`config.mk`:
```
export PLATFORM = sky130hd
export DESIGN_NAME = ifetch_buf
export DESIGN_NICKNAME = d
export VERILOG_FILES = /design/src/rtl/ifetch_buf.sv
export SDC_FILE = /design/constraint.sdc
export NUM_CORES = 1
export LEC_CHECK = 0
export ABC_AREA = 1
export BUFFER_PORTS_ARGS = -buffer_cell sky130_fd_sc_hd__buf_2
export CAP_MARGIN = 20
export CORE_UTILIZATION = 56
export CTS_CLUSTER_DIAMETER = 80
export CTS_CLUSTER_SIZE = 8
export DETAILED_ROUTE_END_ITERATION = 7
export HOLD_SLACK_MARGIN = 0.06
export PLACE_DENSITY = 0.8
export SETUP_SLACK_MARGIN = 0.3
export SYNTH_ARGS = -nofsm -noshare
export SYNTH_HDL_FRONTEND = slang
export SYNTH_SLANG_ARGS = --single-unit
```
`constraint.sdc`:
```
create_clock -name clk -period 8.67 [get_ports clk]
set_input_delay 0.4335 -clock clk [delete_from_list [all_inputs] [get_ports clk]]
set_output_delay 0.4335 -clock clk [all_outputs]
set_load 0.03 [all_outputs]
```
`src/rtl/ifetch_buf.sv`:
```
// Instruction-fetch buffer: issues PC to sync imem, queues {pc, instr} for decode.
// Optional misaligned-fetch flagging is enabled by defining IFB_MISALIGN_CHECK_EN.
module ifetch_buf #(
   parameter int unsigned DEPTH     = 2,
   parameter logic [31:0] NOP_INSTR = 32'h0000_0013
) (
   input  logic                     clk,
   input  logic                     rst_n,
   input  logic [31:0]              pc,
   output logic                     stall_out,
   input  logic                     flush,
   output logic [31:0]              imem_addr,
   input  logic [31:0]              imem_rdata,
   output logic                     id_valid,
   input  logic                     id_ready,
   output logic [31:0]              id_pc,
   output logic [31:0]              id_instr,
   output logic                     id_exc,
   output logic [$clog2(DEPTH):0]   occupancy
);

   localparam int unsigned PW  = $clog2(DEPTH);
   localparam int unsigned CW  = PW + 1;
   localparam int unsigned CW1 = CW + 1;

   typedef struct packed {
      logic [31:0] pc;
      logic [31:0] instr;
   } entry_t;

   entry_t          mem [DEPTH];
   logic [PW-1:0]   rd_ptr;
   logic [PW-1:0]   wr_ptr;
   logic [CW-1:0]   count;
   logic            infl_v;
   logic [31:0]     infl_pc;
   logic            pop;
   logic            push;
   logic            issue;
   logic [CW1-1:0]  credit;
   logic            not_empty;

   assign imem_addr = pc;
   assign not_empty = (count != '0);
   assign id_valid  = not_empty & ~flush;
   assign pop       = id_valid & id_ready;
   assign push      = infl_v & ~flush;

   // Credit check reserves a slot for the fetch already in flight.
   assign credit    = {1'b0, count} + CW1'(infl_v) - CW1'(pop);
   assign stall_out = ~flush & (credit >= CW1'(DEPTH));
   assign issue     = ~stall_out & ~flush;
   assign occupancy = count;

   assign id_pc     = not_empty ? mem[rd_ptr].pc    : 32'h0;
   assign id_instr  = not_empty ? mem[rd_ptr].instr : NOP_INSTR;

   // Pointers, occupancy and in-flight tracking; flush wins over push/pop.
   always_ff @(posedge clk or negedge rst_n) begin
      if (!rst_n) begin
         rd_ptr  <= '0;
         wr_ptr  <= '0;
         count   <= '0;
         infl_v  <= 1'b0;
         infl_pc <= 32'h0;
      end else begin
         infl_v  <= issue;
         infl_pc <= pc;
         if (flush) begin
            rd_ptr <= '0;
            wr_ptr <= '0;
            count  <= '0;
         end else begin
            if (push) wr_ptr <= wr_ptr + PW'(1);
            if (pop)  rd_ptr <= rd_ptr + PW'(1);
            count <= count + CW'(push) - CW'(pop);
         end
      end
   end

   // Entry storage needs no reset; count gates visibility.
   always_ff @(posedge clk) begin
      if (push) mem[wr_ptr] <= {infl_pc, imem_rdata};
   end

`ifdef IFB_MISALIGN_CHECK_EN
   logic infl_exc;
   logic exc_mem [DEPTH];

   always_ff @(posedge clk or negedge rst_n) begin
      if (!rst_n) infl_exc <= 1'b0;
      else        infl_exc <= (pc[1:0] != 2'b00);
   end

   always_ff @(posedge clk) begin
      if (push) exc_mem[wr_ptr] <= infl_exc;
   end

   assign id_exc = not_empty & exc_mem[rd_ptr];
`else
   assign id_exc = 1'b0;
`endif

endmodule

```
==> flow_metrics.py, run 1 <==
metrics = {
    "critical_path": {
        "critical_path_buf_inv_count": 3,
        "arrival_ns": 2.28,
        "cp-start-kind": "register",
        "r2r_start": "infl_v$_DFF_PN0_",
        "cp_top_family": "simple AND/OR/NAND/NOR gates",
        "r2r_cells": 5,
        "worstPathRequired_ns": 8.24,
        "cp-end-kind": "primary output",
        "critPathKind": "register to primary output",
        "cpMostUsedCell": "nand2_1",
        "critPathMaxStageDelay_ns": 0.46,
        "regToRegSetupSlack_ns": 6.39,
        "slowest_stage": "dfrtp_1",
        "timing.rr.end": "mem[1][61]$_DFFE_PP_",
        "critPathMaxFanout": 6,
        "worstPathCellList": "inv_2 > nand2_4 > nand3_1 > nand2_1 > nand2_1 > nand2_1 > fa_1 > xnor2_1 > nand2_1 > nand2_1 > inv_1 > buf_2",
    },
    "grt": {
        "grt_pass1_wl_um": 17200,
        "first_global_vias": 3609,
        "globalRouteOverflowTotal": 0,
        "antenna_found_initial": 0,
        "grt_start_max_net_pins": 67,
        "grtUsageTotal": 0.201,
    },
    "clocking": {
        "clockBufferDepth": 2,
        "cts_sinks": 165,
        "clock_latency_ns": 0.41,
        "cts-hold-fix-buffers": 0,
        "htree_num_levels": 4,
        "postCtsSetupBuffers": 0,
        "cts_buffers": 17,
        "cts_tree": "done",
        "cts_resized": 0,
        "clk_pin_slew_ns": 0.07,
        "cts_root_buf": "clkbuf_16",
    },
    "sta": {
        "finalSetupViolCount": 0,
        "tightestPinTransition_ns": 0.978,
        "fin_crit_ns": 2.72,
        "rsz0062_at_grt": "false",
        "finalCritPeriodShare": 0.313,
        "maxSlewHeadroom": 0.348,
        "finalClockSkew_ns": 0.00823,
        "fmax_mhz": 368,
        "final_hold_viol_count": 0,
        "drv_slew": 0,
        "fin_tns_setup_ns": 0,
    },
    "status": {
        "status": "finished, final reports clean",
    },
    "floorplanning": {
        "ios": 169,
        "die-area_um2": 11900,
        "coreArea_um2": 11000,
        "rows": 38,
        "start_util": 0.583,
        "die_w_um": 109,
        "dieHeight_um": 109,
    },
    "flow_run": {
        "cap_violations": 0,
    },
    "final_layout": {
        "drive_gt1_frac": 0.463,
        "fill_cells": 772,
        "final_cells": 740,
        "area_delta_synth_final_pct": 19.9,
        "final_area_um2": 7700,
        "nets": 657,
        "antenna_cells": 0,
    },
    "drt": {
        "drt_iter0_drc": 219,
        "wl_per_cell_um": 15.6,
        "drtPass1Iterations": 4,
        "drcViolationCount": 0,
        "num_vias": 3759,
        "ant_nets": 0,
        "drt_wl_total_um": 11500,
        "via_per_inst": 5.08,
    },
    "placement": {
        "portBuffers": 167,
        "dp.final_hpwl_um": 7140,
        "place_area_um2": 7070,
        "place_congestion": 0.786,
        "dp_cells": 707,
    },
    "pwr": {
        "ir_worst_vdd_v": 0.000235,
        "p_leak_uw": 0.00317,
        "power.density_nw_per_um2": 334,
    },
    "yosys": {
        "ys_seq_elements": 165,
        "synth_warnings": 0,
        "synth_area_leaders": "edfxtp_1 60%, dfrtp_1 14%, nand2_1 7.4%",
        "syn_area_per_cell_um2": 14.3,
        "ys_seq_area_frac": 0.742,
        "synth_top_cell_by_area": "edfxtp_1",
        "syn-num-nets": 519,
        "synthesis.instances": 449,
        "syn_area_um2": 6430,
        "synth_top_area_share": 0.598,
        "synth.distinct_cells": 21,
    },
    "min_path": {
        "holdCritPathClass": "primary input to asynchronous set/reset pin",
    },
}
[cell usage in the layout (no fill, tap or decap), drive strengths merged]
master / n
a21oi: 61
buf: 171
bufinv: 3
clkbuf: 17
clkinv: 2
clkinvlp: 3
conb: 1
dfrtp: 37
edfxtp: 128
fa: 1
ha: 1
inv: 18
nand2: 138
nand3: 6
nand4: 1
nor2: 8
o21ai: 2
xnor2: 2
[through the flow]
step                      utilization  hold WS [ns]  worst slack, ns  total power, uW
after floorplan                     -         0.138             4.88             1650
after global placement          0.641         0.421             6.21             1800
after detailed placement        0.641         0.428             6.18             1820
after CTS                       0.697         0.117             5.92             2590
after global routing            0.699         0.114             5.79             2690
final                           0.699         0.135             5.95             2570
[kinds of logic after synthesis]
| logic type | share of synthesized area |
|---|---|
| flops | 0.742 |
| simple gates | 0.0983 |
| xor+xnor | 0.00273 |
| buf+inv | 0.0708 |
| fa+ha+maj | 0.00506 |
| compound gates | 0.0806 |
| other cells | 0.000583 |
[power by group]
group          switching, uW  internal [uW]
combinational            601            192
sequential              32.4            973
clock                    311            462
total                    945           1630
[final cells by class]
type / count / area [um2] / area share
clock buffer: 17 / 425 / 0.0552
clock inverter: 15 / 193 / 0.0250
sequential: 165 / 4770 / 0.619
tap: 140 / 175 / 0.0227
inverter: 11 / 43.8 / 0.00568
timing repair buffer: 171 / 878 / 0.114
multi-input combinational: 221 / 1220 / 0.158
[layer usage]
| metal | GRT usage | vias up | routed length, um |
|---|---|---|---|
| met5 | 0 | - | 0 |
| met4 | 0.0898 | 0 | 173 |
| met3 | 0.0496 | 17 | 729 |
| met2 | 0.348 | 161 | 5880 |
| met1 | 0.236 | 1795 | 4740 |
| li1 | - | 1786 | - |
[sequential cells by signal (all words and copies together), names as in the netlist]
signal,flops
rd_ptr,1
occupancy,2
infl_v,1
mem,128
wr_ptr,1
infl_pc,32
[how the worst max path moves through the flow]
stage,startpoint,cells past startpoint,to
final,occupancy[1]$_DFF_PN0_,12,stall_out
after global routing,occupancy[1]$_DFF_PN0_,12,stall_out
after detailed placement,flush,5,mem[1][56]$_DFFE_PP_
after floorplan,flush,3,mem[0][0]$_DFFE_PP_
after CTS,rd_ptr$_DFFE_PN0P_,4,id_pc[13]
after global placement,flush,5,mem[1][3]$_DFFE_PP_
[synth_stat cells]
cell and instances:
nor2_1 8, nand2_1 127, fa_1 1, inv_4 1
o21ai_1 2, conb_1 1, buf_6 11, xnor2_1 2
nand2_2 10, a21oi_1 7, ha_1 1, inv_1 5
a21oi_2 54, buf_2 8, nand2_4 1, nand3_1 6
buf_4 33, dfrtp_1 37, nand4_4 1, edfxtp_1 128
inv_2 5
No activity file was read; power rests on OpenSTA's default activity.
==> run 2, diff against run 1 <==
--- a/config.mk
+++ b/config.mk
@@ -8,12 +8,12 @@
 export ABC_AREA = 1
 export BUFFER_PORTS_ARGS = -buffer_cell sky130_fd_sc_hd__buf_2
 export CAP_MARGIN = 20
-export CORE_UTILIZATION = 56
+export CORE_UTILIZATION = 47
 export CTS_CLUSTER_DIAMETER = 80
 export CTS_CLUSTER_SIZE = 8
 export DETAILED_ROUTE_END_ITERATION = 7
 export HOLD_SLACK_MARGIN = 0.06
-export PLACE_DENSITY = 0.8
+export PLACE_DENSITY = 0.71
 export SETUP_SLACK_MARGIN = 0.3
 export SYNTH_ARGS = -nofsm -noshare
 export SYNTH_HDL_FRONTEND = slang
==> constraint.sdc (replaced) <==
create_clock -name clk -period 2.2 [get_ports clk]
set_input_delay 0.11 -clock clk [delete_from_list [all_inputs] [get_ports clk]]
set_output_delay 0.11 -clock clk [all_outputs]
set_load 0.03 [all_outputs]
==> run 2 against run 1 <==
Non-clock buffer count grew 89. Sequential share of layout area shrank 7.7 points. Sequential cell count is the same. Clock-buffer cell count grew 1. Combinational power grew to 5.1 times the previous value. First-iteration DRC count grew 15%. Total power grew to 4.2 times the previous value. Critical endpoint unchanged. Largest power group is now combinational logic.
==> flow_metrics.py, run 2 (same netlist as run 1, synthesis figures left out) <==
metrics = {
    "sta": {
        "fin_ws_ns": 0.0750,
        "drv_slew": 0,
        "finalClockSkew_ns": 0.00694,
        "fmax_mhz": 471,
        "final_hold_viol_count": 0,
        "whs_ns": 0.0940,
        "fin_crit_ns": 2.12,
        "rsz0062_at_grt": "true",
        "finalCritPeriodShare": 0.966,
        "tightestPinTransition_ns": 0.892,
        "finalSetupViolCount": 0,
        "maxSlewHeadroom": 0.405,
    },
    "final_layout": {
        "largest_reg_flops": 128,
        "drive_gt1_frac": 0.451,
        "nets": 746,
        "multi_input_area_um2": 1260,
        "fill_cells": 949,
        "area_delta_synth_final_pct": 37.0,
        "final_common_cell": "buf_2",
        "register_area_um2": 4770,
        "regMostFlops": "mem",
        "final_area_um2": 8810,
        "utilization": 0.663,
        "antenna_cells": 0,
        "final_cell_mix": "140 x buf_2, 128 x edfxtp_1, 126 x nand2_1",
    },
    "pwr": {
        "pwr-share-comb": 0.369,
        "p_leak_uw": 0.00361,
        "total_power_uw": 10900,
        "p_clk_frac": 0.267,
        "internal-power_uw": 6890,
        "seq_power_share": 0.364,
        "power.density_nw_per_um2": 1240,
        "p_sw_uw": 4030,
        "swShare": 0.369,
        "ir_worst_vdd_v": 0.000613,
    },
    "grt": {
        "first_global_vias": 4306,
        "grtUsageTotal": 0.208,
        "globalRouteOverflowTotal": 0,
        "grt_pass1_wl_um": 21900,
        "antenna_found_initial": 0,
        "grt_start_max_net_pins": 52,
    },
    "clocking": {
        "clockBufferDepth": 2,
        "cts_root_buf": "clkbuf_16",
        "cts_buffers": 17,
        "clk_pin_slew_ns": 0.06,
        "clock_latency_ns": 0.42,
        "cts_sinks": 165,
        "cts_tree": "done",
        "htree_num_levels": 4,
    },
    "floorplanning": {
        "die-area_um2": 14200,
        "ios": 169,
        "coreArea_um2": 13300,
        "rows": 42,
        "die_w_um": 119,
        "dieHeight_um": 119,
        "start_util": 0.484,
    },
    "critical_path": {
        "regToRegSetupSlack_ns": 0.10,
        "worstPathRequired_ns": 2.09,
        "cp-start-kind": "register",
        "r2r_start": "infl_v$_DFF_PN0_",
        "critPathKind": "register to primary output",
        "cp-end-kind": "primary output",
        "timing.rr.end": "infl_v$_DFF_PN0_",
        "r2r_cells": 12,
        "arrival_ns": 2.01,
        "critPathMaxFanout": 4,
    },
    "drt": {
        "via_per_inst": 4.89,
        "drt_iter0_drc": 252,
        "wl_per_cell_um": 16.5,
        "drt_wl_total_um": 14300,
        "drtPass1Iterations": 4,
        "num_vias": 4228,
        "drcViolationCount": 0,
        "ant_nets": 0,
    },
    "min_path": {
        "holdCritPathClass": "primary input to register",
        "min_to": "wr_ptr$_DFFE_PN0P_",
        "hp-start": "flush",
        "holdPathStages": 4,
    },
    "placement": {
        "place_ws_ns": 0.242,
        "portBuffers": 167,
        "place_congestion": 0.715,
        "dp.final_hpwl_um": 7630,
        "place_area_um2": 7210,
    },
    "status": {
        "status": "finished, final reports clean",
    },
    "flow_run": {
        "cap_violations": 0,
    },
}
[run 2: stage by stage]
stage               setup TNS [ns]  instances
floorplan                        0        449
global placement                 0        750
detailed placement               0        750
CTS                       -0.00178        862
global route               -0.0333        865
finish                           0        865
[run 2: critical path, stage by stage, from the launching register on]
cell,delay (ns)
dfrtp_1,0.40
inv_2,0.09
nand4_4,0.12
nand2_1,0.09
nand2_1,0.07
fa_2,0.52
nand2_1,0.07
nand2_1,0.07
inv_2,0.03
buf_6,0.12
[run 2: repair_timing]
item / CTS / global route
gates resized for setup: 32 / 24
pin swaps: 5 / 6
hold endpoints to repair: 135 / 0
hold buffers: 67 / 0
setup buffers: 11 / 2
cloned: 2 / 1
endpoints found under the setup margin: 63 / 42
[run 2: per-layer routing]
layer	track usage	vias to the layer above	wire [um]
met5	0	-	0
met4	0.0878	0	285
met3	0.0512	26	848
met2	0.350	180	7100
met1	0.257	2051	6030
li1	-	1971	-
[run 2: power by group through the flow]
stage / clock network, uW / registers (uW) / logic, uW
6_report: 2920 / 3970 / 4030
5_1_grt: 3110 / 4000 / 4300
4_1_cts: 2980 / 3970 / 3910
3_5_place_dp: 0 / 4060 / 3290
3_3_place_gp: 0 / 4030 / 3240
2_1_floorplan: 0 / 4030 / 2470
[run 2: worst max-delay path by stage]
| stage | cells past startpoint | slack [ns] | start | endpoint |
|---|---|---|---|---|
| after CTS | 10 | -0.002 | infl_v$_DFF_PN0_ | stall_out |
| after global placement | 12 | 0.34 | occupancy[1]$_DFF_PN0_ | stall_out |
| after detailed placement | 12 | 0.24 | occupancy[1]$_DFF_PN0_ | stall_out |
| final | 9 | 0.08 | infl_v$_DFF_PN0_ | stall_out |
| after global routing | 12 | -0.03 | occupancy[1]$_DFF_PN0_ | stall_out |
| after floorplan | 4 | 0.25 | infl_v$_DFF_PN0_ | mem[0][0]$_DFFE_PP_ |
[run 2: layout make-up]
| class | count | share of cell area |
|---|---|---|
| repair buffers | 260 | 0.217 |
| clock inverters | 14 | 0.0158 |
| flip-flops and latches | 165 | 0.542 |
| well taps | 176 | 0.0250 |
| multi-input cells | 221 | 0.143 |
| inverters | 11 | 0.00611 |
| clock buffers | 18 | 0.0511 |
